$ cat src/rtl/sc_stage_scheduler_pkg.sv
// Shared types and geometry helpers for the SC polar decoder schedule sequencer.
// N/EXE_W/STG_W describe the default build (n=3, p=1).
package sc_sched_pkg;

  localparam int unsigned N     = 8;
  localparam int unsigned EXE_W = 2;
  localparam int unsigned STG_W = 2;

  typedef enum logic [1:0] {
    IDLE  = 2'd0,
    ISSUE = 2'd1,
    WAIT  = 2'd2,
    LEAF  = 2'd3
  } sc_state_e;

  // Issue cycles for stage s with 2^p PEs: a stage narrower than the array still costs one cycle.
  function automatic int unsigned stage_cycles(input int unsigned s, input int unsigned p);
    return (s >= p) ? (32'd1 << (s - p)) : 32'd1;
  endfunction

endpackage

$ cat src/rtl/sc_stage_scheduler_if.sv
// Handshake/issue bundle between the schedule sequencer and its controller.
// SC_SCHED_PERF_CNT_EN adds the cycle_count readback.
interface sc_stage_scheduler_if #(
  parameter int unsigned n = 3,
  parameter int unsigned p = 1
);
  localparam int unsigned EW = n - p;
  localparam int unsigned SW = $clog2(n);

  logic          start;
  logic          leaf_ack;
  logic          en;
  logic [SW-1:0] stage_index;
  logic [EW-1:0] exe_index;
  logic          op_g;
  logic [n-1:0]  bit_index;
  logic          leaf_req;
  logic          busy;
  logic          done;
`ifdef SC_SCHED_PERF_CNT_EN
  logic [31:0]   cycle_count;
`endif

  modport master (
    output start, leaf_ack,
    input  en, stage_index, exe_index, op_g, bit_index, leaf_req, busy, done
`ifdef SC_SCHED_PERF_CNT_EN
    , input cycle_count
`endif
  );

  modport slave (
    input  start, leaf_ack,
    output en, stage_index, exe_index, op_g, bit_index, leaf_req, busy, done
`ifdef SC_SCHED_PERF_CNT_EN
    , output cycle_count
`endif
  );

endinterface

$ cat src/rtl/sc_stage_scheduler_ctz.sv
// Trailing-zero count of bit_index+1: the g stage where the next leaf's subtree starts.
// All-ones input wraps to zero and saturates at n-1.
module sc_ctz
  import sc_sched_pkg::*;
#(
  parameter int unsigned n  = $clog2(N),
  parameter int unsigned SW = STG_W
) (
  input  logic [n-1:0]  bit_index,
  output logic [SW-1:0] ctz
);

  logic [n-1:0] inc_s;

  // Scan from the top so the lowest set bit is the last one to win.
  always_comb begin
    inc_s = bit_index + {{(n-1){1'b0}}, 1'b1};
    ctz   = SW'(n - 1);
    for (int i = n - 1; i >= 0; i--) begin
      ctz = inc_s[i] ? SW'(i) : ctz;
    end
  end

endmodule

$ cat src/rtl/sc_stage_scheduler.sv
// SC decoding tree walker: issues one stage/exe_index per cycle and handshakes each leaf decision.
// SC_SCHED_PERF_CNT_EN adds a saturating busy-cycle counter on the interface.
module sc_stage_scheduler
  import sc_sched_pkg::*;
#(
  parameter int unsigned n        = $clog2(N),
  parameter int unsigned p        = $clog2(N) - EXE_W,
  parameter int unsigned PIPE_LAT = 3
) (
  input  logic                clk,
  input  logic                rst_n,
  sc_stage_scheduler_if.slave bus
);

  localparam int unsigned EW = n - p;
  localparam int unsigned SW = $clog2(n);
  localparam int unsigned CW = (PIPE_LAT > 1) ? $clog2(PIPE_LAT) : 1;

  sc_state_e     state_r, state_s, adv_state_s;
  logic [SW-1:0] stage_r, stage_s, adv_stage_s, ctz_s;
  logic [EW-1:0] exe_r, exe_s;
  logic [n-1:0]  bit_r, bit_s;
  logic [CW-1:0] wcnt_r, wcnt_s;
  logic          op_g_r, op_g_s;
  logic          en_r, leaf_req_r, busy_r, done_r, done_s;
  logic          last_issue_s;

  sc_ctz #(.n(n), .SW(SW)) u_ctz (
    .bit_index (bit_r),
    .ctz       (ctz_s)
  );

  assign last_issue_s = (32'(exe_r) == stage_cycles(32'(stage_r), p) - 32'd1);

  // Where the walk goes once the current stage has drained: one stage down, or the leaf.
  always_comb begin
    if (stage_r != '0) begin
      adv_state_s = ISSUE;
      adv_stage_s = stage_r - SW'(1'b1);
    end else begin
      adv_state_s = LEAF;
      adv_stage_s = stage_r;
    end
  end

  // Next-state and next-output logic of the tree walk.
  always_comb begin
    state_s = state_r;
    stage_s = stage_r;
    exe_s   = exe_r;
    bit_s   = bit_r;
    op_g_s  = op_g_r;
    wcnt_s  = wcnt_r;
    done_s  = 1'b0;
    case (state_r)
      IDLE: begin
        if (bus.start) begin
          state_s = ISSUE;
          stage_s = SW'(n - 1);
          exe_s   = '0;
          op_g_s  = 1'b0;
          bit_s   = '0;
        end else begin
          state_s = IDLE;
        end
      end
      ISSUE: begin
        if (!last_issue_s) begin
          exe_s = exe_r + EW'(1'b1);
        end else if (PIPE_LAT != 0) begin
          state_s = WAIT;
          wcnt_s  = CW'(PIPE_LAT - 1);
        end else begin
          state_s = adv_state_s;
          stage_s = adv_stage_s;
          exe_s   = '0;
          op_g_s  = 1'b0;
        end
      end
      WAIT: begin
        if (wcnt_r != '0) begin
          wcnt_s = wcnt_r - CW'(1'b1);
        end else begin
          state_s = adv_state_s;
          stage_s = adv_stage_s;
          exe_s   = '0;
          op_g_s  = 1'b0;
        end
      end
      LEAF: begin
        if (!bus.leaf_ack) begin
          state_s = LEAF;
        end else if (bit_r == {n{1'b1}}) begin
          state_s = IDLE;
          done_s  = 1'b1;
        end else begin
          // Next leaf re-enters the tree with a g at the subtree root, then f down to 0.
          state_s = ISSUE;
          bit_s   = bit_r + {{(n-1){1'b0}}, 1'b1};
          stage_s = ctz_s;
          exe_s   = '0;
          op_g_s  = 1'b1;
        end
      end
      default: state_s = IDLE;
    endcase
  end

  // State, counters and registered outputs.
  always_ff @(posedge clk or negedge rst_n) begin
    if (!rst_n) begin
      state_r    <= IDLE;
      stage_r    <= '0;
      exe_r      <= '0;
      bit_r      <= '0;
      op_g_r     <= 1'b0;
      wcnt_r     <= '0;
      en_r       <= 1'b0;
      leaf_req_r <= 1'b0;
      busy_r     <= 1'b0;
      done_r     <= 1'b0;
    end else begin
      state_r    <= state_s;
      stage_r    <= stage_s;
      exe_r      <= exe_s;
      bit_r      <= bit_s;
      op_g_r     <= op_g_s;
      wcnt_r     <= wcnt_s;
      en_r       <= (state_s == ISSUE);
      leaf_req_r <= (state_s == LEAF);
      busy_r     <= (state_s != IDLE);
      done_r     <= done_s;
    end
  end

  assign bus.en          = en_r;
  assign bus.stage_index = stage_r;
  assign bus.exe_index   = exe_r;
  assign bus.op_g        = op_g_r;
  assign bus.bit_index   = bit_r;
  assign bus.leaf_req    = leaf_req_r;
  assign bus.busy        = busy_r;
  assign bus.done        = done_r;

`ifdef SC_SCHED_PERF_CNT_EN
  logic [31:0] cyc_r;

  // Busy-cycle counter: cleared on an accepted start, frozen once busy drops, saturating.
  always_ff @(posedge clk or negedge rst_n) begin
    if (!rst_n) begin
      cyc_r <= 32'd0;
    end else if (state_r == IDLE && bus.start) begin
      cyc_r <= 32'd0;
    end else if (busy_r && cyc_r != 32'hFFFF_FFFF) begin
      cyc_r <= cyc_r + 32'd1;
    end else begin
      cyc_r <= cyc_r;
    end
  end

  assign bus.cycle_count = cyc_r;
`endif

endmodule

$ cat src/flat_wrapper.sv
// flat-port wrapper written by rule: the top's interface ports become plain ports
module sc_stage_scheduler_flat import sc_sched_pkg::*;
#(
  parameter int unsigned n        = $clog2(N),
  parameter int unsigned p        = $clog2(N) - EXE_W,
  parameter int unsigned PIPE_LAT = 3
)
  (clk, rst_n, bus_start, bus_leaf_ack, bus_en, bus_stage_index, bus_exe_index, bus_op_g, bus_bit_index, bus_leaf_req, bus_busy, bus_done);
  sc_stage_scheduler_if #(.n(n), .p(p)) bus_i ();
  input  logic clk;
  input  logic rst_n;
  input wire logic [$bits(bus_i.start)-1:0] bus_start;
  input wire logic [$bits(bus_i.leaf_ack)-1:0] bus_leaf_ack;
  output wire logic [$bits(bus_i.en)-1:0] bus_en;
  output wire logic [$bits(bus_i.stage_index)-1:0] bus_stage_index;
  output wire logic [$bits(bus_i.exe_index)-1:0] bus_exe_index;
  output wire logic [$bits(bus_i.op_g)-1:0] bus_op_g;
  output wire logic [$bits(bus_i.bit_index)-1:0] bus_bit_index;
  output wire logic [$bits(bus_i.leaf_req)-1:0] bus_leaf_req;
  output wire logic [$bits(bus_i.busy)-1:0] bus_busy;
  output wire logic [$bits(bus_i.done)-1:0] bus_done;
  assign bus_i.start = bus_start;
  assign bus_i.leaf_ack = bus_leaf_ack;
  assign bus_en = bus_i.en;
  assign bus_stage_index = bus_i.stage_index;
  assign bus_exe_index = bus_i.exe_index;
  assign bus_op_g = bus_i.op_g;
  assign bus_bit_index = bus_i.bit_index;
  assign bus_leaf_req = bus_i.leaf_req;
  assign bus_busy = bus_i.busy;
  assign bus_done = bus_i.done;
  sc_stage_scheduler #(.n(n), .p(p), .PIPE_LAT(PIPE_LAT)) u_core (.clk(clk), .rst_n(rst_n), .bus(bus_i));
endmodule
$ cat config.mk
export PLATFORM = sky130hd
export DESIGN_NAME = sc_stage_scheduler_flat
export DESIGN_NICKNAME = d
export VERILOG_FILES = /design/src/rtl/sc_stage_scheduler_pkg.sv /design/src/rtl/sc_stage_scheduler_if.sv /design/src/rtl/sc_stage_scheduler_ctz.sv /design/src/rtl/sc_stage_scheduler.sv /design/src/flat_wrapper.sv
export SDC_FILE = /design/constraint.sdc
export NUM_CORES = 1
export LEC_CHECK = 0
export ABC_AREA = 0
export CAP_MARGIN = 20
export CORE_MARGIN = 4
export CORE_UTILIZATION = 52
export DETAILED_ROUTE_END_ITERATION = 8
export GPL_TIMING_DRIVEN = 0
export PLACE_DENSITY = 0.77
export SYNTH_ARGS = -nofsm -noshare
export SYNTH_HDL_FRONTEND = slang
export SYNTH_SLANG_ARGS = --single-unit
$ cat constraint.sdc
create_clock -name clk -period 2.4 [get_ports clk]
set_clock_uncertainty 0.2 [all_clocks]
set_input_delay 0.6 -clock clk [delete_from_list [all_inputs] [get_ports clk]]
set_output_delay 0.6 -clock clk [all_outputs]
set_load 0.02 [all_outputs]
# After elaboration in Yosys (flattened, before gate mapping)

Cells that the tools add are included.

Input bits: 4
Logic and storage cells: 82
Register bits after elaboration: 16

$add $sub $neg: 6
Muxes and demuxes: 37
Magnitude comparators: 1
Bitwise gates (word level): 1
Shifts and indexed selects: 1
Eq/ne operators: 15
Reduce and logical (&&, ||, !) cells: 11

Operator list:

| kind                                                  | count |
|---|---|
| 2-to-1 mux 2 bit                                      | 18 |
| equality test 2 x 32 -> 1 bit                         | 1 |
| 2-to-1 mux 32 bit                                     | 1 |
| left shift 1 x 32 -> 32 bit, first input constant     | 1 |
| subtractor 32 x 1 -> 32 bit, second input constant    | 1 |
| one-hot mux 2 bit (4 select lines)                    | 2 |
| inequality test 2 bit, second input constant          | 5 |
| AND reduction 5 bit                                   | 2 |
| nonzero test 2 bit                                    | 5 |
| 2-to-1 mux 1 bit                                      | 9 |
| 2-to-1 mux 3 bit                                      | 3 |
| equality test 2 bit, second input constant            | 3 |
| inequality test 2 x 1 -> 1 bit, second input constant | 3 |
| one-hot mux 2 bit (3 select lines)                    | 1 |
| one-hot mux 3 bit (2 select lines)                    | 1 |
| AND reduction 6 bit                                   | 1 |
| equality test 2 x 1 -> 1 bit, second input constant   | 2 |
| one-hot mux 2 bit (2 select lines)                    | 1 |
| AND reduction 4 bit                                   | 1 |
| subtractor 2 x 1 -> 2 bit, second input constant      | 2 |
| adder 3 x 1 -> 3 bit, second input constant           | 1 |
| equality test 3 bit, second input constant            | 1 |
| one-hot mux 1 bit (3 select lines)                    | 1 |
| AND reduction 3 bit                                   | 1 |
| other kinds (5)                                       | 5 |

# Longest topological paths before layout

Depth after elaboration: 8
Depth in mapped cells: 8

# By module

Synthesis repeated with hierarchy kept, for this count alone.

Cells, all modules: 111
Area total of the unflattened synthesis: 1032.2 µm²

Modules (own cells, without submodules):

| module             | sequential area each (µm²) | instances | cells each | area each (µm²) |
|---|---|---|---|---|
| sc_stage_scheduler | 400.4                      | 1         | 109        | 1016.0 |
| sc_ctz             | 0.0                        | 1         | 2          | 16.3 |

# Worst setup path before layout

Ideal clock, no wire load.

Path kind: register to register
Start point: reg u_core.stage_r[0] (netlist: u_core.bus.stage_index[0])
End point: reg u_core.wcnt_r[0]
Cell stages (with the launch flop): 8
Data arrival time: 2.042 ns
Slack: 0.036 ns
Cells stage by stage: dfrtp_1 inv_1 ha_1 nor4b_2 xnor2_1 nand3_1 a221o_1 a32o_1

Word-level cells in the longest chain between the ends: 7
Elaborated cells on any way between the ends: 8

Ends and longest elaborated chain:

| what                                         | RTL line                     | source |
|---|---|---|
| start, declared                              | sc_stage_scheduler.sv:20     | `logic [SW-1:0] stage_r, stage_s, adv_stage_s, ctz_s;` |
| start signal, assigned                       | sc_stage_scheduler.sv:124    | `stage_r <= stage_s;` |
| subtractor 2 x 1 -> 3 bit                    | sc_stage_scheduler_pkg.sv:18 | `return (s >= p) ? (32'd1 << (s - p)) : 32'd1;` |
| left shift 1 x 32 -> 32 bit                  | sc_stage_scheduler_pkg.sv:18 |  |
| 2-to-1 mux 32 bit (*)                        | sc_stage_scheduler_pkg.sv:18 |  |
| subtractor 32 x 1 -> 32 bit (*)              | sc_stage_scheduler.sv:33     | `assign last_issue_s = (32'(exe_r) == stage_cycles(32'(stage_r), p) - 32'd1);` |
| equality test 2 x 32 -> 1 bit (*)            | sc_stage_scheduler.sv:33     |  |
| inequality test 2 x 1 -> 1 bit (no line) (*) | n/a                          |  |
| AND reduction 3 bit (no line) (*)            | n/a                          |  |
| end signal, assigned                         | sc_stage_scheduler.sv:128    | `wcnt_r <= wcnt_s;` |
| end, declared                                | sc_stage_scheduler.sv:23     | `logic [CW-1:0] wcnt_r, wcnt_s;` |

Mark *: on every way between the ends. The rest lies on a longest branch, timed or not.
A chain may end at the register's enable or synchronous reset.

# Worst setup path after layout

Start point: reg u_core.stage_r[0] (netlist: u_core.bus.stage_index[0])
End point: reg u_core.busy_r (netlist: u_core.bus.busy)

Word-level cells in the longest chain between the ends: 8
Elaborated cells on any way between the ends: 12

Ends and longest elaborated chain:

| what                                   | RTL line                     | source |
|---|---|---|
| subtractor 2 x 1 -> 3 bit              | sc_stage_scheduler_pkg.sv:18 |  |
| left shift 1 x 32 -> 32 bit            | sc_stage_scheduler_pkg.sv:18 |  |
| 2-to-1 mux 32 bit                      | sc_stage_scheduler_pkg.sv:18 |  |
| subtractor 32 x 1 -> 32 bit            | sc_stage_scheduler.sv:33     |  |
| equality test 2 x 32 -> 1 bit          | sc_stage_scheduler.sv:33     |  |
| 2-to-1 mux 2 bit                       | sc_stage_scheduler.sv:68     | `if (!last_issue_s) begin` |
| one-hot mux 2 bit (4 select lines) (*) | sc_stage_scheduler.sv:55     | `case (state_r)` |
| nonzero test 2 bit (*)                 | sc_stage_scheduler.sv:131    | `busy_r <= (state_s != IDLE);` |
| end signal, assigned                   | sc_stage_scheduler.sv:131    |  |
| end, declared                          | sc_stage_scheduler.sv:25     | `logic en_r, leaf_req_r, busy_r, done_r, done_s;` |

Marked as above.

==> metrics.md <==
| Metric | Value |
|---|---|
| CTS tree | `done` |
| Max Clk Rate | `0.441 GHz` |
| Core Footprint | `1820 um^2` |
| Register area | `402 um^2` |
| Final worst path period need | `2270 ps` |
| M3 GR Usage | `0.0394` |
| Initial antenna violation count | `0` |
| Post-route ant nets | `0` |
| Largest net degree at the start of global routing | `17` |
| Diode count | `0` |
| Post-synthesis sequential area ratio | `0.383` |
| Share of layout cells above drive strength 1 | `0.201` |
| Die Area | `2790 um^2` |
| Power Dens Cells | `1380 nW/um^2` |
| Most used routing layer in global routing | `met2` |
| Yosys cell types | `30` |
| WHS Path Cells | `1` |
| RR Startpoint | `u_core.bus.stage_index[0]$_DFFE_PN0P_` |
| Slew margin rel. | `0.518` |
| Hold_sp | `u_core.bus.op_g$_DFFE_PN0P_` |
| Synthesis Warnings | `0` |
| DR pass1 iterations | `4` |
| Slowest cell on crit path | `dfrtp_1` |
| Detailed Place HPWL | `1470 um` |
| Detailed Route Iter0 Violations | `14` |
| GPL Wtd Cong | `0.803` |
| Grt met2 use | `0.287` |
| Final worst path period share | `0.944` |
| Tot GR Track Use | `0.179` |
| Number of global-route vias before repair | `824` |
| I/O Pins | `16` |
| Die width | `52.9 um` |
| Hold EP | `u_core.bus.op_g$_DFFE_PN0P_` |
| Met1 global-route usage | `0.223` |
| Vias per cell | `5.49` |
| H-tree lvl count | `1` |
| Tightest Hold Check Type | `flop to flop` |
| Cell area after synthesis | `1050 um^2` |
| Multi-input logic area | `671 um^2` |
| R2R setup slack | `130 ps` |
| Leakage | `0.646 nW` |
| Fillers | `128` |
| Crit path cell chain | `inv_2 -> ha_4 -> nor4b_4 -> xnor2_2 -> a41oi_2 -> a2111oi_4 -> a21oi_1` |
| Max-slew violation count | `0` |
| Root buffer cell | `clkbuf_4` |
| P&R area growth vs syn | `33.7%` |
| Via count | `873` |
| Wire length of the first global-routing pass | `3570 um` |
| Crit path max fanout | `5` |
| Worst-path clk slew | `90 ps` |
| IO buf count | `15` |
| Post-cts hold buffer count | `0` |
| Status | `finished clean` |
| CTS Buf Count | `3` |
| Buffers & Inverters on Critical Path | `1` |
| Sum Neg Setup Slack | `0 ps` |
| Cell family with most CP delay | `compound AO/OA/AOI/OAI gates` |
| Final Non-Filler Cells | `159` |
| Final setup fails | `0` |
| Initial Util | `0.575` |
| Worst setup path startpoint | `u_core.bus.stage_index[0]$_DFFE_PN0P_` |
| DR DRC count | `0` |
| Synth Register Bits | `16` |
| Critical Path Sink Type | `flop` |
| CP Class | `flop to flop` |
| Fin. Hold Viols | `0` |
| Inst Count DP | `147` |
| Clk_lat worst skew | `290 ps` |
| Post-Syn Nets | `126` |
| Syn Inst Count | `107` |
| CTS Sinks | `16` |
| Actual slew at the worst max-slew pin | `720 ps` |
| # Max-Cap Violations | `0` |
| Final wirelength | `2150 um` |
| Final #Nets | `154` |
| Post-layout power | `0.00193 W` |
| Worst Path Required | `2370 ps` |
| Maximum vdd drop | `0.784 mV` |
| Most frequent cells in the layout | `clkdlybuf4s50_1, dfrtp_1, ha_1` |
| FF-to-FF End | `u_core.bus.busy$_DFF_PN0_` |
| Utilization after layout | `0.768` |
| Overflow after GRT | `0` |
| Routed WL per cell | `13.5 um` |
| Hold Worst Slack | `318 ps` |
| Chip height | `52.9 um` |
| # rows | `15` |
| Mean Syn Cell Area | `9.78 um^2` |
| Max Buffers Root-to-Sink | `2` |
| Data arrival time of the worst path | `2240 ps` |
| Worst reg2reg path depth | `7` |
| Critical Path Max Stage Delay | `420 ps` |
| Worst setup SP type | `flop` |
==> cells by family after synthesis <==
| logic type | after synthesis | share of synthesized area |
|---|---|---|
| and+or+nand+nor | 33 | 0.177 |
| xor gates and xnor gates | 3 | 0.0251 |
| adders and majority gates | 15 | 0.179 |
| DFF | 16 | 0.383 |
| AOI/OAI and AO/OA | 26 | 0.178 |
| buffers and inverters | 13 | 0.0467 |
| muxes | 1 | 0.0108 |
==> routing by layer <==
metal / wire, um / up-vias
li1: - / 432
met3: 94 / 4
met2: 1110 / 19
met1: 910 / 418
met5: 0 / -
met4: 39 / 0
==> final cells by class <==
type | count | area share
Multi-Input combinational cell | 78 | 0.479
Sequential cell | 16 | 0.287
Timing Repair Buffer | 23 | 0.150
Inverter | 10 | 0.0268
Clock buffer | 4 | 0.0259
Tap cell | 25 | 0.0224
Buffer | 3 | 0.00805
==> registers in the layout, summed over array words and instances (netlist names) <==
| name | cells |
|---|---|
| u_core.bus.en | 1 |
| u_core.bus.busy | 1 |
| u_core.bus.done | 1 |
| u_core.state_r | 2 |
| u_core.bus.stage_index | 2 |
| u_core.bus.bit_index | 3 |
| u_core.bus.op_g | 1 |
| u_core.wcnt_r | 2 |
| u_core.bus.leaf_req | 1 |
| u_core.bus.exe_index | 2 |
==> metrics by stage <==
stage,worst slack (ps),area (um^2)
4_1_cts,4.33,1280
6_report,134,1400
2_1_floorplan,36.4,1050
3_3_place_gp,-143,1230
3_5_place_dp,-157,1230
5_1_grt,-59.2,1400
==> report_power, final <==
group,switching (W),internal (W)
Combinational,0.000685,0.000625
Sequential,0.0000794,0.000361
Clock,0.0000865,0.0000926
==> cells in the mapped netlist <==
cell type	number	area (um^2)
nor4b_2	1	15.0
nor4_2	1	12.5
a221oi_1	1	8.76
nand2b_1	3	18.8
xnor2_1	3	26.3
nand3b_1	1	7.51
ha_1	15	188
a211o_1	3	26.3
mux2_2	1	11.3
nand3_1	1	5.00
clkbuf_1	3	11.3
nor3_1	3	15.0
a41oi_1	1	8.76
nor2_1	6	22.5
nand2_1	10	37.5
o21ai_0	6	30.0
dfrtp_1	16	400
a221o_1	1	10.0
and3_1	3	18.8
nor2b_1	2	12.5
a32oi_1	1	8.76
a21oi_1	7	35.0
a21oi_2	1	8.76
inv_1	10	37.5
nor4b_1	1	8.76
a32o_1	2	20.0
a2111oi_2	1	15.0
a22oi_1	1	7.51
and3_4	1	11.3
a21boi_0	1	7.51
==> how the worst max path moves through the flow <==
stage	slack, ps	endpoint	cells after the start
after detailed placement	-160	u_core.bus.op_g$_DFFE_PN0P_	6
after CTS	4	u_core.bus.op_g$_DFFE_PN0P_	7
after floorplan	40	u_core.wcnt_r[0]$_DFFE_PN0P_	7
after global routing	-60	u_core.bus.busy$_DFF_PN0_	8
final	130	u_core.bus.busy$_DFF_PN0_	7
after global placement	-140	u_core.bus.op_g$_DFFE_PN0P_	6
==> timing repair <==
| action | in CTS | in global routing |
|---|---|---|
| setup buffers | 1 | 7 |
| resized for setup | 1 | 13 |
| pin swaps | 0 | 6 |
| setup endpoints to repair | 5 | 9 |
(Power assumes the default switching activity.)
